## src/rtl/decode_exec_stage_pkg.sv

```systemverilog
// Shared types and default widths for the decode/execute boundary.
// The default widths are also used by the hazard controller.
package decode_exec_stage_pkg;

  localparam int unsigned DEF_DATA_W = 32;
  localparam int unsigned DEF_REG_AW = 5;

  localparam logic [4:0] REG_ZERO = 5'd0;

  typedef struct packed {
    logic alu;
    logic imm;
    logic mem;
    logic write;
  } op_flags_t;

  localparam op_flags_t OP_NONE = '{alu: 1'b0, imm: 1'b0, mem: 1'b0, write: 1'b0};

endpackage

```

## src/rtl/decode_exec_stage_operand_fwd_mux.sv

```systemverilog
// Execute-stage operand select: mem result over writeback data over the
// registered value. Register 0 is never forwarded and always reads as zero.
module operand_fwd_mux
  import decode_exec_stage_pkg::*;
#(
  parameter int unsigned DATA_W = DEF_DATA_W,
  parameter int unsigned REG_AW = DEF_REG_AW
) (
  input  logic [REG_AW-1:0] addr,
  input  logic [DATA_W-1:0] reg_data,
  input  logic              me_sel,
  input  logic              we_sel,
  input  logic [DATA_W-1:0] mem_data,
  input  logic [DATA_W-1:0] wb_data,
  output logic [DATA_W-1:0] val
);

  always_comb begin
    val = reg_data;
    if (addr == REG_AW'(REG_ZERO)) begin
      val = '0;
    end else if (me_sel) begin
      val = mem_data;
    end else if (we_sel) begin
      val = wb_data;
    end
  end

endmodule

```

## src/rtl/decode_exec_stage.sv

```systemverilog
// Decode->execute pipeline register with bubble insertion, operand forwarding
// and saturating stall/bubble performance counters.
module decode_exec_stage
  import decode_exec_stage_pkg::*;
#(
  parameter int unsigned DATA_W = DEF_DATA_W,
  parameter int unsigned REG_AW = DEF_REG_AW,
  parameter int unsigned CNT_W  = 16
) (
  input  logic              clock,
  input  logic              reset_n,
  input  logic              w_dec_valid,
  input  logic              w_dec_alu_op,
  input  logic              w_dec_imm_op,
  input  logic              w_dec_mem_op,
  input  logic              w_dec_write_op,
  input  logic [REG_AW-1:0] w_dec_rs_addr,
  input  logic [REG_AW-1:0] w_dec_rt_addr,
  input  logic [REG_AW-1:0] w_dec_rd_addr,
  input  logic [DATA_W-1:0] w_dec_rs_data,
  input  logic [DATA_W-1:0] w_dec_rt_data,
  input  logic [DATA_W-1:0] w_dec_imm,
  input  logic [DATA_W-1:0] w_dec_pc,
  input  logic              w_stall,
  input  logic              w_flush,
  input  logic              w_me_rs_bypass,
  input  logic              w_me_rt_bypass,
  input  logic              w_we_rs_bypass,
  input  logic              w_we_rt_bypass,
  input  logic [DATA_W-1:0] w_mem_alu_result,
  input  logic [DATA_W-1:0] w_wb_data,
  output logic              w_ex_valid,
  output logic              w_ex_alu_op,
  output logic              w_ex_imm_op,
  output logic              w_ex_mem_op,
  output logic              w_ex_write_op,
  output logic [REG_AW-1:0] w_ex_rs_addr,
  output logic [REG_AW-1:0] w_ex_rt_addr,
  output logic [REG_AW-1:0] w_ex_rd_addr,
  output logic [DATA_W-1:0] w_ex_rs_val,
  output logic [DATA_W-1:0] w_ex_rt_val,
  output logic [DATA_W-1:0] w_ex_imm,
  output logic [DATA_W-1:0] w_ex_pc,
  output logic              w_dec_hold,
  output logic [CNT_W-1:0]  w_stall_cnt,
  output logic [CNT_W-1:0]  w_bubble_cnt
);

  logic              valid_q,   valid_d;
  op_flags_t         ops_q,     ops_d;
  logic [REG_AW-1:0] rs_addr_q, rs_addr_d;
  logic [REG_AW-1:0] rt_addr_q, rt_addr_d;
  logic [REG_AW-1:0] rd_addr_q, rd_addr_d;
  logic [DATA_W-1:0] rs_data_q, rs_data_d;
  logic [DATA_W-1:0] rt_data_q, rt_data_d;
  logic [DATA_W-1:0] imm_q,     imm_d;
  logic [DATA_W-1:0] pc_q,      pc_d;
  logic [CNT_W-1:0]  stall_cnt_q,  stall_cnt_d;
  logic [CNT_W-1:0]  bubble_cnt_q, bubble_cnt_d;

  logic hold_c;
  logic bubble_c;

  // Hold is forced low while reset is asserted so upstream never freezes in reset.
  assign hold_c   = reset_n & w_stall & ~w_flush;
  assign bubble_c = w_stall | w_flush;

  always_comb begin
    valid_d      = 1'b0;
    ops_d        = OP_NONE;
    rs_addr_d    = '0;
    rt_addr_d    = '0;
    rd_addr_d    = '0;
    rs_data_d    = '0;
    rt_data_d    = '0;
    imm_d        = '0;
    pc_d         = '0;
    stall_cnt_d  = stall_cnt_q;
    bubble_cnt_d = bubble_cnt_q;

    if (!bubble_c) begin
      valid_d   = w_dec_valid;
      rs_addr_d = w_dec_rs_addr;
      rt_addr_d = w_dec_rt_addr;
      rd_addr_d = w_dec_rd_addr;
      rs_data_d = w_dec_rs_data;
      rt_data_d = w_dec_rt_data;
      imm_d     = w_dec_imm;
      pc_d      = w_dec_pc;
      if (w_dec_valid) begin
        ops_d = '{alu: w_dec_alu_op, imm: w_dec_imm_op,
                  mem: w_dec_mem_op, write: w_dec_write_op};
      end
    end

    if (hold_c && (stall_cnt_q != '1)) begin
      stall_cnt_d = stall_cnt_q + CNT_W'(1);
    end
    if (bubble_c && (bubble_cnt_q != '1)) begin
      bubble_cnt_d = bubble_cnt_q + CNT_W'(1);
    end
  end

  always_ff @(posedge clock or negedge reset_n) begin
    if (!reset_n) begin
      valid_q      <= 1'b0;
      ops_q        <= OP_NONE;
      rs_addr_q    <= '0;
      rt_addr_q    <= '0;
      rd_addr_q    <= '0;
      rs_data_q    <= '0;
      rt_data_q    <= '0;
      imm_q        <= '0;
      pc_q         <= '0;
      stall_cnt_q  <= '0;
      bubble_cnt_q <= '0;
    end else begin
      valid_q      <= valid_d;
      ops_q        <= ops_d;
      rs_addr_q    <= rs_addr_d;
      rt_addr_q    <= rt_addr_d;
      rd_addr_q    <= rd_addr_d;
      rs_data_q    <= rs_data_d;
      rt_data_q    <= rt_data_d;
      imm_q        <= imm_d;
      pc_q         <= pc_d;
      stall_cnt_q  <= stall_cnt_d;
      bubble_cnt_q <= bubble_cnt_d;
    end
  end

  operand_fwd_mux #(.DATA_W(DATA_W), .REG_AW(REG_AW)) u_rs_fwd (
    .addr     (rs_addr_q),
    .reg_data (rs_data_q),
    .me_sel   (w_me_rs_bypass),
    .we_sel   (w_we_rs_bypass),
    .mem_data (w_mem_alu_result),
    .wb_data  (w_wb_data),
    .val      (w_ex_rs_val)
  );

  operand_fwd_mux #(.DATA_W(DATA_W), .REG_AW(REG_AW)) u_rt_fwd (
    .addr     (rt_addr_q),
    .reg_data (rt_data_q),
    .me_sel   (w_me_rt_bypass),
    .we_sel   (w_we_rt_bypass),
    .mem_data (w_mem_alu_result),
    .wb_data  (w_wb_data),
    .val      (w_ex_rt_val)
  );

  assign w_ex_valid    = valid_q;
  assign w_ex_alu_op   = ops_q.alu;
  assign w_ex_imm_op   = ops_q.imm;
  assign w_ex_mem_op   = ops_q.mem;
  assign w_ex_write_op = ops_q.write;
  assign w_ex_rs_addr  = rs_addr_q;
  assign w_ex_rt_addr  = rt_addr_q;
  assign w_ex_rd_addr  = rd_addr_q;
  assign w_ex_imm      = imm_q;
  assign w_ex_pc       = pc_q;
  assign w_dec_hold    = hold_c;
  assign w_stall_cnt   = stall_cnt_q;
  assign w_bubble_cnt  = bubble_cnt_q;

endmodule

```

## config.mk

```make
export PLATFORM = sky130hd
export DESIGN_NAME = decode_exec_stage
export DESIGN_NICKNAME = d
export VERILOG_FILES = /design/src/rtl/decode_exec_stage_pkg.sv /design/src/rtl/decode_exec_stage_operand_fwd_mux.sv /design/src/rtl/decode_exec_stage.sv
export SDC_FILE = /design/constraint.sdc
export NUM_CORES = 1
export LEC_CHECK = 0
export BUFFER_PORTS_ARGS = -buffer_cell sky130_fd_sc_hd__buf_2
export CAP_MARGIN = 20
export CORE_AREA = 2 2 157 159
export CTS_BUF_LIST = sky130_fd_sc_hd__clkbuf_4 sky130_fd_sc_hd__clkbuf_8
export DETAILED_ROUTE_END_ITERATION = 6
export DIE_AREA = 0 0 159 161
export PLACE_DENSITY = 0.65
export SYNTH_ARGS = -nofsm -noshare
export SYNTH_HDL_FRONTEND = slang
export SYNTH_SLANG_ARGS = --single-unit
```

## constraint.sdc

```tcl
create_clock -name clock -period 2.4 [get_ports clock]
set_input_delay 0.12 -clock clock [delete_from_list [all_inputs] [get_ports clock]]
set_output_delay 0.12 -clock clock [all_outputs]
set_load 0.1 [all_outputs]
```

* Word-level counts from Yosys, hierarchy flattened
Index checks and enable logic that the tools add are counted.
** Word-level totals
- Flip-flop bits (word level) :: 180
- Output and inout port bits :: 181
** Cells by class
- $add $sub $neg :: 2
- Equality and inequality tests :: 2
- Multiplexer cells :: 16
- Bitwise operators :: 4
- Reduce and logical (&&, ||, !) cells :: 4
** Operators by type and width (count)
- two-way mux 32 bit :: 10
- adder 16 x 1 -> 16 bit (second input constant) :: 2
- inequality test 16 bit (second input constant) :: 2
- two-way mux 5 bit :: 3
- zero test 5 bit :: 2
- two-way mux 4 bit :: 2
- AND 1 bit :: 2
- logical AND 1 bit :: 2
- two-way mux 1 bit :: 1
- inverter 1 bit :: 1
- OR 1 bit :: 1

* Logic depth before layout (Yosys ltp)
Gate-level depths: netlist of the first run.
- Depth after elaboration :: 3
- Gate-level depth with buffers :: 6
- Depth with buffers taken out :: 5

* Hierarchy
From an unflattened synthesis of the first run, not the netlist that was laid out.
** Unflattened totals
- Cells, all modules :: 673
- Area, all modules :: 8179.1 um2
** Modules (own cells, without submodules)
- decode_exec_stage :: times used 1, cells an instance 455, area each 6322.3 um2, seq. area each 4504.3 um2
- operand_fwd_mux :: times used 2, cells an instance 109, area each 928.4 um2, seq. area each 0.0 um2

* Worst setup path after synthesis of the first run
Ideal clock, no wire load.
- Path kind :: reg-to-output
- Start :: register rs_addr_q[0], in the netlist w_ex_rs_addr[0]
- End :: output w_ex_rs_val[10]
- Arrival time :: 2688 ps
- Required time :: 2280 ps
- Slack :: -408 ps
- Stages on the path, launching flop included :: 5
- Cells stage by stage :: dfrtp_1 or4_1 nor2_1 buf_2 nor2_1
** On the way
- Word-level cells in the longest chain between the ends :: 2
** Ends and longest elaborated chain
- start, declared :: line decode_exec_stage.sv:51 : logic [REG_AW-1:0] rs_addr_q, rs_addr_d;
- start signal, assigned :: line decode_exec_stage.sv:120 : rs_addr_q <= rs_addr_d;
- zero test 5 bit :: line decode_exec_stage_operand_fwd_mux.sv:20 : if (addr == REG_AW'(REG_ZERO)) begin
- two-way mux 32 bit :: line decode_exec_stage_operand_fwd_mux.sv:20
- end, declared :: line decode_exec_stage.sv:40 : output logic [DATA_W-1:0] w_ex_rs_val,
Every way passes these cells.

* Worst setup path after layout of the first run
- Start :: register rs_addr_q[0], in the netlist w_ex_rs_addr[0]
- End :: output w_ex_rs_val[3]
Same word-level chain as after synthesis.

==> qor.yml, run 1 <==
cpPeakStageDelay_ns: 0.55
drc: 0
worst-path-stages: 5
routed_wl_um: 25380
power.leakage_nw: 6.585
synthTopCellsByCount: "dfrtp_1 (180), and2_1 (144), nor2_1 (137)"
antenna_found_initial: 4
cp.required_ns: 2.28
worst_pin_slew_ns: 0.8534
post_drt_wl_per_cell_um: 15.68
gp_congestion: 1.006
nFillCells: 2170
cap_violations: 0
start_kind: "register"
p_seq_share_pct: 38.7
via_per_inst: 4.523
numCtsBuffers: 17
grt_setup_unrepaired: "no"
vias: 7323
worst-path-buf-inv: 2
cts_buffer_depth: 2
period_share_pct: 93.88
grtUsageTotal_pct: 19.99
initial_core_util_pct: 32.96
post_dp_cell_area_sq_um: 10300
synthCells: 741
drt_iter0_drc: 418
ant_nets: 0
ys_ff_latch: 180
crit_chain: "or4_1, nor2_2, buf_8, nor2_1, buf_2"
worstSetupPathType: "reg2out"
crit_family: "simple AND/OR/NAND/NOR gates"
max_freq_ghz: 0.4438
status: "finished, final reports clean"
clockPowerShare_pct: 22.3
crit_slowest_cell: "or4_1"
coreArea_sq_um: 23960
synth-async-reset-ratio_pct: 100.0
power_density_nw_per_um2: 732.0
area_delta_synth_final_pct: 54.70
whs_ns: 0.1107
nets: 1503
synth_flop_cell: "dfrtp_1"
die_h_um: 161
grt_pass1_vias: 7520
yosys_warnings: 0
swShare_pct: 45.92
hold_violations: 0
pin_count: 401
hpwlAfterDp_um: 17970
clk_latency_ns: 0.44
synth_top_area_share_pct: 57.03
grt_max_degree: 96
fin_skew_ns: 0.01486
cp_data_arrival_time_ns: 2.13
cts.sinks: 180
combPwrFrac_pct: 39.0
synthTopCellsByArea: "dfrtp_1 (57%), and2_1 (11%), mux2i_1 (8.1%)"
p_sw_w: 0.004107
synth.largest_area_cell: "dfrtp_1"
drv_slew: 0
reg2regPathDepth: 5
avgSynthCellArea_sq_um: 10.66
synth-edff-count: 0
grt_pass1_wl_um: 40520
root_buffer: "clkbuf_8"
cts_setup_buffers: 0
drt-pass1-iter-count: 5
drive_gt1_share_pct: 36.01
internal-power_w: 0.004837
fin_crit_ns: 2.253
slew_headroom_pct: 43.11
die_x_um: 159
clkTransAtPathRegs_ns: 0.11
setup_violations: 0
synth_area_sq_um: 7899
port_buffers: 400
cts_tree: "yes"
yosysSeqAreaShare_pct: 57.03
htreeDepth: 4
critPathMaxFanout: 32
synth_fp_nets: 963
hold_path.class: "in2async"
grt.overflow.total: 0
final_cell_area_sq_um: 12220
ir_drop_mv: 0.9892
rows: 57
endpoint_kind: "output pin"
dieArea_sq_um: 25600
yosysMostFrequentCell: "dfrtp_1"
synth_cell_types: 40
[stage by stage]
step | worst slack [ns] | instances | utilization, % | TNS, ns | power [W]
2_1_floorplan | -0.4078 | 741 | - | -25.38 | 0.006061
3_3_place_gp | 0.5782 | 1434 | 42.97 | 0 | 0.006775
3_5_place_dp | 0.5369 | 1434 | 42.97 | 0 | 0.006800
4_1_cts | 0.02876 | 1618 | 50.92 | 0 | 0.009032
5_1_grt | 0.01476 | 1619 | 50.99 | 0 | 0.009379
6_report | 0.1469 | 1619 | 50.99 | 0 | 0.008945
[metal layers]
metal,up-vias,global-route usage (%),share of wire (%)
met5,-,0,0.095
met4,4,4.959,1.4
met3,30,5.778,7.1
met2,305,34.86,50
met1,3487,24.48,41
li1,3497,-,-
[registers in the layout (all words and copies together) (netlist names)]
register / count
w_ex_mem_op: 1
w_ex_imm: 32
w_ex_valid: 1
w_ex_pc: 32
w_ex_write_op: 1
rt_data_q: 32
w_ex_rd_addr: 5
w_stall_cnt: 16
w_ex_rs_addr: 5
w_ex_alu_op: 1
rs_data_q: 32
w_ex_imm_op: 1
w_bubble_cnt: 16
w_ex_rt_addr: 5
[logic make-up (layout without fill, tap and decap cells)]
logic type | Yosys count | after routing | synth area share (%)
compound gates | 66 | 66 | 4.245
xor+xnor | 27 | 27 | 2.994
fa+ha+maj | 2 | 2 | 0.3168
buf+inv | 49 | 602 | 2.534
flops | 180 | 180 | 57.03
mux | 68 | 68 | 8.728
other cells | 0 | 1 | 0
simple gates | 349 | 349 | 24.16
[cells in the final DEF, fill, tap and decap left out, drive strengths merged, types with 2 or more instances in the layout]
master	instances
buf	413
dfrtp	180
dlygate4sd3	152
and2	144
nor2	138
mux2i	64
a21oi	64
xor2	20
clkbuf	19
nor3	13
inv	11
nand2	9
nand4	9
nand3	8
xnor2	7
clkinv	6
nor4	5
and3	4
nor3b	4
mux2	4
or4	3
or2	3
nor4b	3
nand4b	2
ha	2
[path summary, 6_finish.rpt]
check	endpoint	slack (ns)	from
setup reg to reg	w_stall_cnt[1]	0.57	w_stall_cnt[0]
min in group clock	w_bubble_cnt[0]	0.17	w_flush
hold / removal	rs_data_q[26]	0.11	reset_n
max in group asynchronous	w_ex_imm[17]	1.16	reset_n
setup / recovery	w_ex_rs_val[3]	0.15	w_ex_rs_addr[0]
hold reg to reg	w_stall_cnt[11]	0.52	w_stall_cnt[11]
[repair_timing]
action,4_1_cts,5_1_grt
setup endpoints to repair,0,64
gates resized for setup,0,4
endpoints found under the hold margin,261,0
hold buffers,152,0
[layout make-up]
class | count | area, sq um | area share [%]
sequential | 180 | 4504 | 36.86
timing repair buffer | 566 | 3702 | 30.30
multi-input combinational | 512 | 3207 | 26.24
tap | 324 | 405.4 | 3.318
clock buffer | 18 | 247.7 | 2.027
clock inverter | 14 | 135.1 | 1.106
inverter | 4 | 15.01 | 0.1229
antenna | 1 | 2.502 | 0.02048
[power groups by stage]
stage	clock network [W]	registers [W]	logic, W
floorplan	0	0.00482	0.00124
global placement	0	0.00351	0.00326
detailed placement	0	0.00352	0.00328
CTS	0.00209	0.00347	0.00348
global route	0.00224	0.00350	0.00364
finish	0.00199	0.00347	0.00349
Note: power is estimated with default switching activity, not from simulation.
==> inputs of run 2 (changes only) <==
CORE_AREA = unset   (was 2 2 157 159)
CORE_ASPECT_RATIO = 1.1   (was unset)
CORE_MARGIN = 2   (was unset)
CORE_UTILIZATION = 30   (was unset)
DIE_AREA = unset   (was 0 0 159 161)
HOLD_SLACK_MARGIN = 0.03   (was unset)
PLACE_DENSITY = 0.61   (was 0.65)
==> run 2 against run 1 <==
Effect of this change: sequential share of layout area fell by 0.43 points; via count shrank 0.44%; utilization fell by 3.4 points; power up 3.8%; maximum frequency fell by 0.80%; clock-buffer cell count unchanged; critical path depth stayed put; cell area rose by 1.2%; critical path type unchanged; largest cell class unchanged; largest power group unchanged.
==> qor.yml, run 2 (same netlist as run 1, synthesis figures left out) <==
drive_gt1_share_pct: 35.63  # -0.39 points
grt.overflow.total: 0  # unchanged
worst_pin_slew_ns: 0.9298  # +0.07639 ns
tns_ns: 0  # unchanged
grt_max_degree: 178  # +85%
via_per_inst: 4.430  # -2.1%
fin_crit_ns: 2.271  # +0.01824 ns
routed_wl_um: 25860  # +1.9%
max_freq_ghz: 0.4403  # -0.80%
final_util_pct: 47.58  # -3.4 points
critPathMaxFanout: 32  # unchanged
antenna_found_initial: 5  # +1
post_dp_cell_area_sq_um: 10330  # +0.29%
die_x_um: 158.7  # -0.18%
whs_path_depth: 4
port_buffers: 400  # unchanged
drt_iter0_drc: 444  # +6.2%
cts.sinks: 180  # unchanged
gp_congestion: 0.9089  # -9.6%
finalNonFillerCells: 1646  # +1.7%
cts_tree: "yes"
initial_core_util_pct: 30.39  # -2.6 points
ant_nets: 0  # unchanged
reg2reg_from: "w_stall_cnt[0]"
period_share_pct: 94.64  # +0.76 points
clk_latency_ns: 0.47  # +0.03 ns
vias: 7291  # -0.44%
final_cell_mix: "buf_2 (397), dfrtp_1 (180), dlygate4sd3_1 (157)"
hpwlAfterDp_um: 17690  # -1.6%
die_h_um: 174.2  # +8.2%
hold_path.class: "in2reg"
numCtsBuffers: 17  # unchanged
reg2regPathDepth: 5  # unchanged
rows: 62  # +8.8%
cp.required_ns: 2.28  # about the same
min_from: "w_flush"
htreeDepth: 4  # unchanged
cap_violations: 0  # unchanged
fin_skew_ns: 0.008577  # -0.006287 ns
setup_violations: 0  # unchanged
grt_pass1_wl_um: 40700  # +0.43%
grt_pass1_vias: 7669  # +2.0%
insertedDiodeCount: 0  # -1
clkTransAtPathRegs_ns: 0.09  # -0.02 ns
rrSetupSlack_ns: 0.55  # -0.02 ns
final_common_cell: "buf_2"
hold_violations: 0  # unchanged
slew_headroom_pct: 38.01  # -5.1 points
coreArea_sq_um: 25990  # +8.4%
pin_count: 401  # unchanged
drt-pass1-iter-count: 5  # unchanged
grt_setup_unrepaired: "no"
nets: 1503  # unchanged
min_to: "w_bubble_cnt[4]"
status: "finished, final reports clean"
cts_buffer_depth: 2  # unchanged
power_density_nw_per_um2: 751.1  # +2.6%
drc: 0  # unchanged
timing.rr.end: "w_stall_cnt[1]"
dp_cells: 1457  # +1.6%
grtUsageTotal_pct: 18.72  # -1.3 points
endpoint_kind: "output pin"
drv_slew: 0  # unchanged
ir_drop_mv: 0.6258  # -37%
root_buffer: "clkbuf_8"
worstSetupPathType: "reg2out"
dieArea_sq_um: 27640  # +8.0%
power.leakage_nw: 6.636  # +0.77%
post_drt_wl_per_cell_um: 15.71  # +0.21%
area_delta_synth_final_pct: 56.53
cp_data_arrival_time_ns: 2.15  # +0.02 ns
final_cell_area_sq_um: 12360  # +1.2%
start_kind: "register"
-- run 2: cell types whose count changed in the layout (fill, tap and decap cells not counted), sizes merged --
cell         delta
buf             -6
bufinv          +4
clkbuf          +1
clkinvlp        -1
diode           -1
dlygate4sd3     +5
inv             -3
-- run 2: final cells by class --
cell class	count	area [sq um]
clock inverters	14	198.9
fillers	2368	13620
multi-input cells	512	3212
clock buffers	18	247.7
well taps	352	440.4
repair buffers	566	3746
inverters	4	15.01
flip-flops and latches	180	4504
-- run 2: how the worst max path moves through the flow --
| stage | from | endpoint | slack (ns) | depth (start not counted) |
|---|---|---|---|---|
| after global placement | w_ex_rs_addr[0] | w_ex_rs_val[6] | 0.50 | 5 |
| after detailed placement | w_ex_rs_addr[0] | w_ex_rs_val[8] | 0.47 | 5 |
| final | w_ex_rt_addr[0] | w_ex_rt_val[22] | 0.13 | 5 |
| after CTS | w_ex_rs_addr[0] | w_ex_rs_val[8] | 0.004 | 5 |
| after floorplan | w_ex_rs_addr[0] | w_ex_rs_val[10] | -0.41 | 4 |
| after global routing | w_ex_rt_addr[0] | w_ex_rt_val[23] | 0.02 | 5 |
-- run 2: through the flow --
step	hold slack (ns)	setup WS, ns	total power [W]
after floorplan	-0.1756	-0.4078	0.006061
after global placement	-0.06128	0.5019	0.006793
after detailed placement	-0.06082	0.4697	0.006811
after CTS	0.1526	0.004303	0.009392
after global routing	0.1795	0.02129	0.009707
final	0.2037	0.1287	0.009287
-- run 2: repair_timing --
item,4_1_cts,5_1_grt
hold buffers,157,0
gates cloned,0,0
setup buffers,0,0
resized for setup,1,4
hold endpoints to repair,328,0
setup endpoints to repair,32,63
-- run 2: layer usage --
metal  up-vias  part of all wire, %  track usage (%)  wire (um)
li1       3497                    -                -          -
met1      3403                   40            21.64      10310
met2       334                   49            31.88      12710
met3        49                  8.2            6.633       2115
met4         8                  2.6            7.187        661
met5         -                 0.22                0         58
-- run 2: critical path, stage by stage (launching register included) --
cell and delay [ns]:
dfrtp_1 0.38, or4_1 0.53, nor2_2 0.11, buf_6 0.27, nor2_1 0.09, buf_2 0.30
-- run 2: power breakdown --
group          total [W]  switching (W)  internal [W]  leakage (nW)
sequential       0.00347       0.000212       0.00325          2.39
combinational    0.00349        0.00270      0.000796          4.01
clock            0.00233        0.00115       0.00118         0.230
total            0.00929        0.00406       0.00523          6.64
